### src/rtl/pipe_ctrl_pkg.sv
// rtl/pipe_ctrl_pkg.sv - shared types and widths for the pipeline hazard controller
// Purpose: FSM state encodings, state width and register-index width used by
//          pipe_hazard_ctrl and load_use_detect.
package pipe_ctrl_pkg;

    localparam int STATE_W   = 2;
    localparam int REG_IDX_W = 5;

    typedef enum logic [STATE_W-1:0] {
        ST_RUN      = 2'd0,
        ST_FLUSH    = 2'd1,
        ST_MEM_WAIT = 2'd2
    } state_t;

endpackage

### src/rtl/pipe_hazard_ctrl_load_use.sv
// rtl/pipe_hazard_ctrl_load_use.sv - combinational load-use hazard comparator
// Purpose: flags an ID instruction that reads the destination of a load in EX.
// Ports:
//   i_id_rs1, i_id_rs2         : ID source register indices
//   i_id_use_rs1, i_id_use_rs2 : ID instruction really reads that source
//   i_ex_rd                    : EX destination register index
//   i_ex_mem_read              : EX instruction is a load
//   o_load_use                 : hazard present this cycle
module load_use_detect
    import pipe_ctrl_pkg::*;
(
    input  logic [REG_IDX_W-1:0] i_id_rs1,
    input  logic [REG_IDX_W-1:0] i_id_rs2,
    input  logic                 i_id_use_rs1,
    input  logic                 i_id_use_rs2,
    input  logic [REG_IDX_W-1:0] i_ex_rd,
    input  logic                 i_ex_mem_read,
    output logic                 o_load_use
);

    logic w_hit_rs1;
    logic w_hit_rs2;

    assign w_hit_rs1  = i_id_use_rs1 && (i_id_rs1 == i_ex_rd);
    assign w_hit_rs2  = i_id_use_rs2 && (i_id_rs2 == i_ex_rd);
    // x0 is hardwired to zero, so a load targeting it never creates a dependency.
    assign o_load_use = i_ex_mem_read && (i_ex_rd != '0) && (w_hit_rs1 || w_hit_rs2);

endmodule

### src/rtl/pipe_hazard_ctrl.sv
// rtl/pipe_hazard_ctrl.sv - stall/flush sequencer for the 5-stage pipeline
// Purpose: drives stage-register enables and flushes from load-use hazards,
//          EX-resolved redirects and data-memory wait states.
// Optional feature macro: PIPE_CTRL_PERF_EN (adds stall_cycles / flush_events).
// Ports:
//   clk, reset (sync, active-low)
//   id_rs1, id_rs2, id_use_rs1, id_use_rs2, ex_rd, ex_mem_read : hazard inputs
//   ex_branch_taken : EX redirects the PC this cycle
//   mem_busy        : data memory not ready
//   pc_en, if_id_en, id_ex_en, ex_mem_en : stage-register load enables
//   if_id_flush, id_ex_flush, mem_wb_bubble : bubble controls
//   state           : current FSM state (debug)
//   mem_timeout     : sticky over-long memory wait flag
//   stall_cycles, flush_events : perf counters (PIPE_CTRL_PERF_EN only)
module pipe_hazard_ctrl
    import pipe_ctrl_pkg::*;
#(
    parameter int FLUSH_CYCLES = 1,
    parameter int MEM_TIMEOUT  = 255
) (
    input  logic                 clk,
    input  logic                 reset,
    input  logic [REG_IDX_W-1:0] id_rs1,
    input  logic [REG_IDX_W-1:0] id_rs2,
    input  logic                 id_use_rs1,
    input  logic                 id_use_rs2,
    input  logic [REG_IDX_W-1:0] ex_rd,
    input  logic                 ex_mem_read,
    input  logic                 ex_branch_taken,
    input  logic                 mem_busy,
    output logic                 pc_en,
    output logic                 if_id_en,
    output logic                 id_ex_en,
    output logic                 ex_mem_en,
    output logic                 if_id_flush,
    output logic                 id_ex_flush,
    output logic                 mem_wb_bubble,
    output logic [STATE_W-1:0]   state,
    output logic                 mem_timeout
`ifdef PIPE_CTRL_PERF_EN
    ,
    output logic [31:0]          stall_cycles,
    output logic [31:0]          flush_events
`endif
);

    localparam int                WCNT_W      = $clog2(MEM_TIMEOUT + 1);
    localparam logic [WCNT_W-1:0] WCNT_MAX    = WCNT_W'(MEM_TIMEOUT);
    localparam logic [3:0]        FCNT_RELOAD = 4'(FLUSH_CYCLES - 1);

    state_t              r_state;
    state_t              r_ret_state;
    logic [3:0]          r_fcnt;
    logic [WCNT_W-1:0]   r_wcnt;
    logic                r_mem_timeout;

    state_t              w_eff_state;
    state_t              w_state_nxt;
    state_t              w_ret_nxt;
    logic [3:0]          w_fcnt_nxt;
    logic [WCNT_W-1:0]   w_wcnt_nxt;
    logic                w_load_use;
    logic                w_redirect;
    logic                w_pc_en;
    logic                w_if_id_en;
    logic                w_id_ex_en;
    logic                w_ex_mem_en;
    logic                w_if_id_flush;
    logic                w_id_ex_flush;
    logic                w_mem_wb_bubble;

    load_use_detect u_load_use (
        .i_id_rs1      (id_rs1),
        .i_id_rs2      (id_rs2),
        .i_id_use_rs1  (id_use_rs1),
        .i_id_use_rs2  (id_use_rs2),
        .i_ex_rd       (ex_rd),
        .i_ex_mem_read (ex_mem_read),
        .o_load_use    (w_load_use)
    );

    // MEM_WAIT behaves as the state it interrupted once memory is ready, so a
    // branch or flush frozen during the wait resumes in the same cycle.
    always_comb begin
        case (r_state)
            ST_FLUSH:    w_eff_state = ST_FLUSH;
            ST_MEM_WAIT: w_eff_state = r_ret_state;
            default:     w_eff_state = ST_RUN;
        endcase
    end

    always_comb begin
        w_pc_en         = 1'b1;
        w_if_id_en      = 1'b1;
        w_id_ex_en      = 1'b1;
        w_ex_mem_en     = 1'b1;
        w_if_id_flush   = 1'b0;
        w_id_ex_flush   = 1'b0;
        w_mem_wb_bubble = 1'b0;
        w_redirect      = 1'b0;
        w_state_nxt     = ST_RUN;
        w_ret_nxt       = r_ret_state;
        w_fcnt_nxt      = r_fcnt;
        w_wcnt_nxt      = '0;

        if (mem_busy) begin
            w_pc_en         = 1'b0;
            w_if_id_en      = 1'b0;
            w_id_ex_en      = 1'b0;
            w_ex_mem_en     = 1'b0;
            w_mem_wb_bubble = 1'b1;
            w_state_nxt     = ST_MEM_WAIT;
            w_ret_nxt       = w_eff_state;
            w_wcnt_nxt      = (r_wcnt == WCNT_MAX) ? r_wcnt : r_wcnt + 1'b1;
        end else if (ex_branch_taken) begin
            // Redirect from RUN or FLUSH; in FLUSH this restarts the stretch.
            w_if_id_flush = 1'b1;
            w_id_ex_flush = 1'b1;
            w_redirect    = 1'b1;
            if (FLUSH_CYCLES > 1) begin
                w_state_nxt = ST_FLUSH;
                w_fcnt_nxt  = FCNT_RELOAD;
            end else begin
                w_state_nxt = ST_RUN;
                w_fcnt_nxt  = '0;
            end
        end else if (w_eff_state == ST_FLUSH) begin
            // Extra fetch bubbles; load-use is moot since ID holds a bubble.
            w_if_id_flush = 1'b1;
            w_fcnt_nxt    = r_fcnt - 4'd1;
            w_state_nxt   = (r_fcnt == 4'd1) ? ST_RUN : ST_FLUSH;
        end else if (w_load_use) begin
            w_pc_en       = 1'b0;
            w_if_id_en    = 1'b0;
            w_id_ex_flush = 1'b1;
        end
    end

    always_ff @(posedge clk) begin
        if (!reset) begin
            r_state       <= ST_RUN;
            r_ret_state   <= ST_RUN;
            r_fcnt        <= '0;
            r_wcnt        <= '0;
            r_mem_timeout <= 1'b0;
        end else begin
            r_state     <= w_state_nxt;
            r_ret_state <= w_ret_nxt;
            r_fcnt      <= w_fcnt_nxt;
            r_wcnt      <= w_wcnt_nxt;
            if (mem_busy && (w_wcnt_nxt == WCNT_MAX)) begin
                r_mem_timeout <= 1'b1;
            end
        end
    end

    assign pc_en         = reset & w_pc_en;
    assign if_id_en      = reset & w_if_id_en;
    assign id_ex_en      = reset & w_id_ex_en;
    assign ex_mem_en     = reset & w_ex_mem_en;
    assign if_id_flush   = reset & w_if_id_flush;
    assign id_ex_flush   = reset & w_id_ex_flush;
    assign mem_wb_bubble = reset & w_mem_wb_bubble;
    assign state         = reset ? STATE_W'(r_state) : '0;
    assign mem_timeout   = reset & r_mem_timeout;

`ifdef PIPE_CTRL_PERF_EN
    logic [31:0] r_stall_cycles;
    logic [31:0] r_flush_events;

    always_ff @(posedge clk) begin
        if (!reset) begin
            r_stall_cycles <= '0;
            r_flush_events <= '0;
        end else begin
            if (!w_pc_en) begin
                r_stall_cycles <= r_stall_cycles + 32'd1;
            end
            if (w_redirect) begin
                r_flush_events <= r_flush_events + 32'd1;
            end
        end
    end

    assign stall_cycles = r_stall_cycles;
    assign flush_events = r_flush_events;
`endif

endmodule

### config.mk
export PLATFORM = sky130hd
export DESIGN_NAME = pipe_hazard_ctrl
export DESIGN_NICKNAME = d
export VERILOG_FILES = /design/src/rtl/pipe_ctrl_pkg.sv /design/src/rtl/pipe_hazard_ctrl_load_use.sv /design/src/rtl/pipe_hazard_ctrl.sv
export SDC_FILE = /design/constraint.sdc
export NUM_CORES = 1
export LEC_CHECK = 0
export CAP_MARGIN = 20
export CORE_AREA = 2 2 50 57
export CTS_CLUSTER_DIAMETER = 200
export DETAILED_ROUTE_END_ITERATION = 16
export DIE_AREA = 0 0 52 59
export PLACE_DENSITY = 0.71
export SYNTH_ARGS = -nofsm -noshare
export SYNTH_HDL_FRONTEND = slang
export SYNTH_SLANG_ARGS = --single-unit
### constraint.sdc
create_clock -name clk -period 2.2 [get_ports clk]
set_input_delay 0.55 -clock clk [delete_from_list [all_inputs] [get_ports clk]]
set_output_delay 0.55 -clock clk [all_outputs]
set_load 0.05 [all_outputs]
# Word-level counts from Yosys, hierarchy flattened
# Cells that the tools add are included.
[totals]
word_cells = 58
ff_bits = 17
in_bits = 22
output_inout_bits = 10
[op_classes]
reduce_logical = 10
add_sub_neg = 2
n_eq_ne = 8
mux = 23
bitwise = 9
[ops]
columns = ["op", "count"]
rows = [
  ["$eq 8x8->1 const B", 2],
  ["$mux 1", 16],
  ["$mux 8", 2],
  ["$eq 5x5->1", 2],
  ["$add 8x1->8 const B", 1],
  ["$mux 4", 2],
  ["$and 1x1->1", 6],
  ["$logic_and 1x1->1", 5],
  ["$reduce_bool 5->1", 1],
  ["$eq 2x1->1 const B", 2],
  ["$eq 4x1->1 const B", 1],
  ["$mux 2", 2],
  ["$pmux 2 s2", 1],
  ["$reduce_or 4->1", 1],
  ["$sub 4x1->4 const B", 1],
  ["$not 1->1", 3],
  ["$eq 2x2->1 const B", 1],
  ["$reduce_and 2->1", 1],
  ["$reduce_bool 2->1", 1],
  ["$logic_or 1x1->1", 1],
]

# Longest topological paths before layout
[logic_depth]
depth_word = 9
depth_mapped = 7
mapped_depth_nobuf = 6

# Hierarchy
# From an unflattened synthesis, not the netlist that was laid out.
[unflattened]
cells_unflattened = 136
area_unflattened_um2 = 1077.3
[modules_own_cells]
columns = ["mod", "cells_per_inst", "area_each_um2", "seq_area_each_um2", "n_inst"]
rows = [
  ["pipe_hazard_ctrl", 119, 943.4, 340.3, 1],
  ["load_use_detect", 17, 133.9, 0.0, 1],
]

# Least setup slack after synthesis
# OpenSTA, ideal clock, no wires.
[synth_timing]
kind = "input -> output"
startpoint = "input mem_busy"
endpoint = "output id_ex_flush"
arrival_time_ns = 2.557
n_path_buf = 1
slack_ns = -0.907
path_stages = 5
required_ns = 1.650
path_cell_list = "clkbuf_1 nand2b_1 inv_1 o2111ai_1 o21ai_0"
[synth_between]
elab_chain_cells = 2
[synth_rtl]
columns = ["item", "line_no", "text"]
rows = [
  ["start, declared", "pipe_hazard_ctrl.sv:30", "input logic mem_busy,"],
  ["$mux 1", "pipe_hazard_ctrl.sv:106", "if (mem_busy) begin"],
  ["$and 1x1->1", "pipe_hazard_ctrl.sv:162", "assign id_ex_flush = reset & w_id_ex_flush;"],
  ["end, declared", "pipe_hazard_ctrl.sv:36", "output logic id_ex_flush,"],
]
# Every way passes these cells.

# Final worst setup path
[layout_timing]
startpoint = "input id_rs1[1]"
endpoint = "output if_id_en"
[layout_between]
elab_chain_cells = 9
[layout_rtl]
columns = ["item", "line_no", "text"]
rows = [
  ["start, declared", "pipe_hazard_ctrl.sv:23", "input logic [REG_IDX_W-1:0] id_rs1,"],
  ["$eq 5x5->1", "pipe_hazard_ctrl_load_use.sv:24", "assign w_hit_rs1 = i_id_use_rs1 && (i_id_rs1 == i_ex_rd);"],
  ["$logic_and 1x1->1", "pipe_hazard_ctrl_load_use.sv:24", ""],
  ["$logic_or 1x1->1", "pipe_hazard_ctrl_load_use.sv:27", "assign o_load_use = i_ex_mem_read && (i_ex_rd != '0) && (w_hit_rs1 || w_hit_rs2);"],
  ["$logic_and 1x1->1", "pipe_hazard_ctrl_load_use.sv:27", ""],
  ["$mux 1", "pipe_hazard_ctrl.sv:132", "end else if (w_load_use) begin"],
  ["$mux 1", "pipe_hazard_ctrl.sv:127", "end else if (w_eff_state == ST_FLUSH) begin"],
  ["$mux 1", "pipe_hazard_ctrl.sv:115", "end else if (ex_branch_taken) begin"],
  ["$mux 1", "pipe_hazard_ctrl.sv:106", ""],
  ["$and 1x1->1", "pipe_hazard_ctrl.sv:158", "assign if_id_en = reset & w_if_id_en;"],
  ["end, declared", "pipe_hazard_ctrl.sv:32", "output logic if_id_en,"],
]
# Every way passes these cells.

==> summary.txt <==
Run status
  • Outcome: finished, violations left
  • Failing checks: negative setup slack

Worst setup path
  • CP max-delay cell: o31a_2
  • Startpoint Class: input port
  • Delay-heaviest family, CP: compound AO/OA/AOI/OAI gates
  • Largest stage delay on the critical path: around 360 ps
  • Arrival time of the worst setup path: 1850 ps
  • Crit-path cells: clkdlybuf4s15_1 > xor2_1 > nor4_2 > a32oi_1 > o31a_2 > buf_12
  • Setup Crit Path Kind: in -> out
  • Worst reg2reg setup slack: 180 ps
  • Max FO, Critical Path: 2
  • Element type at the critical path end: output pin
  • Crit path buf inv count: 2
  • Req. time, crit path: approximately 1700 ps

Floorplanning
  • Core area: 2450 um2
  • Effective utilization at floorplan: approximately 45%
  • Row cnt: 19
  • Die ar.: slightly above 3000 um2
  • Die W: about 52 um
  • Die height: roughly 60 um
  • I/O pin count: 32

Clocking
  • Root Buffer: clkbuf_4
  • Num CTS Buffers: 3
  • TritonCTS clock tree: yes
  • Skew-Pair Late Insertion Delay: roughly 300 ps
  • Clock Tree Buf Depth: 2
  • Clock-pin transition on the worst setup and hold timing paths: about 110 ps
  • CTS H-Tree Depth: 1
  • Hold buffers post-CTS: 0
  • Clk sinks: 17

Logic synthesis
  • Sequential share of the synthesized area: a little under a third
  • Mapped Nets: 160
  • Synth Area in Simple Gates: around a quarter
  • Synth unique cells: 38
  • Number of synthesized register bits: 17
  • Compound-gate portion of the synthesized area: a little over a fifth
  • Largest family of logic cells by synthesized area: simple AND/OR/NAND/NOR gates
  • Mux cell area share after synthesis: less than 1%
  • Post-Synth XOR/XNOR Area: under 10%
  • Synth Area per Inst: a little over 8 um2
  • Mapped cell area: 1100 um2
  • Mapped Cells: between 100 and 150
  • Adder-Cell Fraction of Synth Area: ~5.7%
  • Yosys warns: 0

Pwr
  • Tot Pwr: 0.000673 W
  • Power per cell area: ~380 nW/um2
  • Peak supply drop: 0.000430 V
  • P_leak: 0.686 nW

Finish
  • P&R area growth vs syn: 59.4%
  • N_diodes: 0
  • Layout cells sized above 1: around a third
  • Nets: 210
  • Most frequent cells in the layout: buf_4, dfxtp_1, buf_12, xor2_1
  • Most common cell after layout, fill and taps aside: buf_4

Route
  • Post-DRT Antenna Nets: 0
  • # DRC: 0
  • Routed vias: 1,156
  • 1st-iter DRT viols: 21
  • Vias per Instance: 5.43
  • Pre-antenna DRT Iters: 4
  • Routed len/inst: 14.7 um
  • Drt total wl: roughly 3100 um

Placement
  • HPWL after DPL: ~2300 um
  • Gpl congestion: between 0.8 and 0.9
  • Place WS: -617 ps
  • Port Buffer Count: 31

STA
  • Tmin final: 2400 ps
  • Final setup vio count: 3
  • Clk_skew: 7.03 ps
  • Actual slew at the worst max-slew pin: 454 ps
  • Worst slew margin: between 60% and 70%
  • Setup TNS: -559 ps
  • Final worst slack: -203 ps
  • Max Transition Viols Final: 0
  • RSZ-0062 raised after global routing: yes
  • Final worst path period share: 109%
  • Maximum clock rate: roughly 420 MHz
  • Hold Vio Cnt, Final: 0

Global routing
  • GR Util met1: between 20% and 30%
  • M3 GR Usage: roughly 3.5%
  • Gr ovfl total: 0
  • Global Route met2 Usage: a little under two fifths
  • Total GRT Usage: between 20% and 30%
  • Initial antenna violation count: 0
  • Vias in the first global route: about 1,100
  • First-pass GRT wire length: around 5000 um
  • Largest net degree at the start of global routing: 12
  • GRT busiest layer: met2

Worst hold path
  • Worst Hold Class: reg -> reg

Flow run
  • Max Cap Viol: 0
## routing by layer
metal / part of all wire (%) / routed length, um / vias to the layer above
met5: 0 / 0 / -
met4: 1.9 / 59 / 0
met3: 3.0 / 95 / 6
met2: 55 / 1730 / 24
met1: 40 / 1240 / 548
li1: - / - / 578
## registers in the layout, summed over array words and instances, names as in the netlist
name / flops
r_fcnt: 4
r_state: 2
r_wcnt: 8
r_ret_state: 2
r_mem_timeout: 1
## per-stage QoR
step | cell area [um2] | hold slack, ps | util (%) | cells
3_5_place_dp | 1640 | 438 | 67.0 | 203
2_1_floorplan | 1120 | 412 | - | 133
5_1_grt | 1750 | 481 | 71.6 | 213
6_report | 1750 | 463 | 71.6 | 213
4_1_cts | 1700 | 467 | 69.5 | 209
3_3_place_gp | 1640 | 422 | 67.0 | 203
## cell usage after synthesis (all sizes together)
cell      n  share of area (%)
a32oi     1               0.80
buf       3                2.0
dfxtp    17                 31
and2      5                3.0
xnor2     3                2.4
nand4     4                3.6
nor2      9                3.1
a31oi     4                2.3
a21o      1               0.68
nand3     2                2.0
nor4      2                1.1
clkbuf    3                1.0
a2111oi   1               0.80
xor2      9                7.2
nand2b    2                1.1
o21ai     9                4.1
a21oi     5                2.3
nor4b     1               0.80
o32a      1               0.91
nand2     9                3.1
a21boi    5                3.4
mux2i     1               0.91
nor3b     1               0.68
or4       4                2.7
o211ai    2                1.4
o31ai     1               0.68
nor3      5                2.3
o2111ai   3                2.4
and3      2                1.3
inv      11                3.8
o2bb2ai   1               0.80
o31a      1               0.80
ha        5                5.7
## area by class of cell
type,instances,area [um2]
timing repair buffer,51,533
multi-input combinational,99,761
tap,31,38.8
clock buffer,3,22.5
clock inverter,1,7.51
sequential,17,345
fill,192,696
inverter,11,45.0
## kinds of logic after synthesis
kind of cell               Yosys count
DFF                                 17
and+or+nand+nor                     46
muxes                                1
xor gates and xnor gates            12
adders and majority gates            5
buffers and inverters               17
AOI/OAI and AO/OA                   35
## worst reg2reg max path, stage by stage (launching register included)
cell     delay, ps
dfxtp_1        400
ha_1           290
nand3_4        150
o32a_1         350
or4_1          510
o31ai_1        240
## where the power goes
| group | internal, W | switching, W |
|---|---|---|
| combinational | 0.0000949 | 0.0000889 |
| sequential | 0.000310 | 0.00000326 |
| clock | 0.0000692 | 0.000106 |
| total | 0.000474 | 0.000199 |
## path summary, 6_finish.rpt
check	startpoint	to	cells after the start
worst max-delay path	id_rs1[1]	if_id_en	6
worst min-delay path	r_mem_timeout	r_mem_timeout	2
worst max register to register	r_wcnt[0]	r_mem_timeout	5
worst min register to register	r_mem_timeout	r_mem_timeout	2
## timing repair
action | in CTS | in global routing
pin swaps | 10 | 8
endpoints found under the setup margin | 6 | 6
resized for setup | 52 | 12
setup buffers | 2 | 4
Note: power is estimated with default switching activity, not from simulation.
==> variant, RTL diff (same flow settings) <==
The package constant `REG_IDX_W` goes from 5 to 6.
--- a/src/rtl/pipe_ctrl_pkg.sv
+++ b/src/rtl/pipe_ctrl_pkg.sv
@@ -6,3 +6,3 @@
     localparam int STATE_W   = 2;
-    localparam int REG_IDX_W = 5;
+    localparam int REG_IDX_W = 6;
 
Ports: changed (resized ex_rd, id_rs1 and id_rs2); port bits go from 32 to 35. The function was not compared with the original's and may differ.
==> variant against the original RTL <==
  * The flow still finishes with violations (setup timing)
  * Worst setup slack improved by 0.16 ns
  * Die area did not move
  * Wire length fell by 11%
  * Area after synthesis fell by 3.8%
  * Core utilization fell by 5.4 points
  * Design area fell by 7.6%
  * Register-to-register slack improved by 0.26 ns
  * Sequential cell count did not move
  * Power fell by 3.5%
  * Critical path type is now flip-flop to output port
  * Highest routed layer unchanged
==> variant: results (changes against the original RTL) <==
synth.area.mux_share_pct: 0.946  # was 0.910%
switching_share_pct: 28.7  # was 29.5%
dpl_worst_slack_ns: -0.412  # was -0.617 ns
max-vdd-ir-drop_uv: 396  # was 430 uV
syn_avg_cell_area_um2: 8.02  # was 8.27 um^2
slew_headroom_pct: 70.1  # was 69.0%
synth_fa_ha_area_share_pct: 5.91  # was 5.69%
drt_iter0_markers: 17  # was 21
ys_types: 33  # was 38
gp_congestion: 0.837  # was 0.825
dpl.cell_count: 206  # was 203
synth_seq_area_share_pct: 32.2  # was 30.9%
critical-path-slowest-cell: "dfxtp_4"  # was o31a_2
final_layout_size_suffix_gt1_share_pct: 36.8  # was 34.6%
grt_max_degree: 13  # was 12
synth_ff_type: "dfxtp_1"  # unchanged
cpPeakStageDelay_ns: 0.38  # was 0.36 ns
post-dp-hpwl_um: 2100  # was 2300 um
violations: "setup timing"  # unchanged
setup_viol: 3  # unchanged
numPortBuffers: 34  # was 31
viasPerCell: 5.27  # was 5.43
p_leak_uw: 0.000655  # was 0.000686 uW
synth_compound_area_share_pct: 17.8  # was 21.3%
n_fill_cell: 212  # was 192
synth_area_leaders: "dfxtp_1 (32%), xnor2_1 (9.9%), ha_1 (5.9%)"  # was dfxtp_1 (31%), xor2_1 (7.2%), ha_1 (5.7%)
wl_per_cell_um: 13.1  # was 14.7 um
path_max_fanout: 3  # was 2
synthTopCellsByCount: "dfxtp_1 (17), nor2_1 (12), xnor2_1 (12)"  # was dfxtp_1 (17), inv_1 (11)
finClkSkew_ns: 0.0147  # was 0.00703 ns
fin_ws_ns: -0.0440  # was -0.203 ns
syn_nets: 162  # was 160
grt_pass1_wl_um: 4840  # was 4860 um
synthXorXnorAreaFrac_pct: 11.6  # was 9.56%
clock_latency_ns: 0.29
status: "complete, but fails checks"  # unchanged
[variant: final timing paths]
path / endpoint / slack [ns] / start / depth (start not counted)
setup / recovery: if_id_en / -0.04 / r_state[1] / 7
hold / removal: r_ret_state[1] / 0.47 / r_ret_state[1] / 2
setup reg to reg: r_mem_timeout / 0.44 / r_wcnt[0] / 5
hold reg to reg: r_ret_state[1] / 0.47 / r_ret_state[1] / 2
[variant: cells by family after synthesis]
family	after synthesis
AND/OR/NAND/NOR	52
AO/OA/AOI/OAI	28
flip-flops	17
buffers and inverters	15
XOR/XNOR	14
adder cells (fa/ha/maj)	5
multiplexers	1
[variant: area by class of cell]
| class | instances | area [um^2] | share of cell area [%] |
|---|---|---|---|
| well taps | 31 | 38.8 | 2.39 |
| clock inverters | 1 | 5.00 | 0.309 |
| flip-flops and latches | 17 | 345 | 21.3 |
| inverters | 10 | 41.3 | 2.55 |
| clock buffers | 3 | 22.5 | 1.39 |
| repair buffers | 51 | 442 | 27.3 |
| multi-input cells | 100 | 726 | 44.8 |
[variant: worst reg2reg max path: stages, from the launching register on]
cell,delay [ns]
dfxtp_1,0.44
ha_1,0.27
and3_1,0.22
nor2_1,0.07
or4_1,0.57
o21bai_1,0.14
[variant: metal layers]
metal  track usage, %  up-vias  part of all wire, %
met3             4.29        4                  5.4
met2             38.5       31                   52
met1             23.4      514                   41
met4             5.64        0                  1.2
met5                0        -                    0
li1                 -      573                    -
[variant: timing repair]
item                                   CTS  global route
pin swaps                               23             3
setup endpoints to repair                4             4
endpoints found under the hold margin    0             0
resized for setup                       92             3
gates cloned                             0             0
setup buffers                            2             1
[variant: through the flow]
| stage | area (um^2) | TNS (ns) |
|---|---|---|
| after CTS | 1600 | -0.143 |
| after global placement | 1600 | -1.13 |
| final | 1620 | -0.107 |
| after detailed placement | 1600 | -1.23 |
| after floorplan | 1090 | -0.000359 |
| after global routing | 1620 | -0.419 |
[variant: power by group through the flow]
| stage | clock network, uW | registers (uW) | logic, uW |
|---|---|---|---|
| 3_5_place_dp | 0 | 321 | 176 |
| 5_1_grt | 189 | 314 | 183 |
| 2_1_floorplan | 0 | 320 | 86.1 |
| 4_1_cts | 169 | 314 | 167 |
| 6_report | 165 | 314 | 170 |
| 3_3_place_gp | 0 | 320 | 173 |
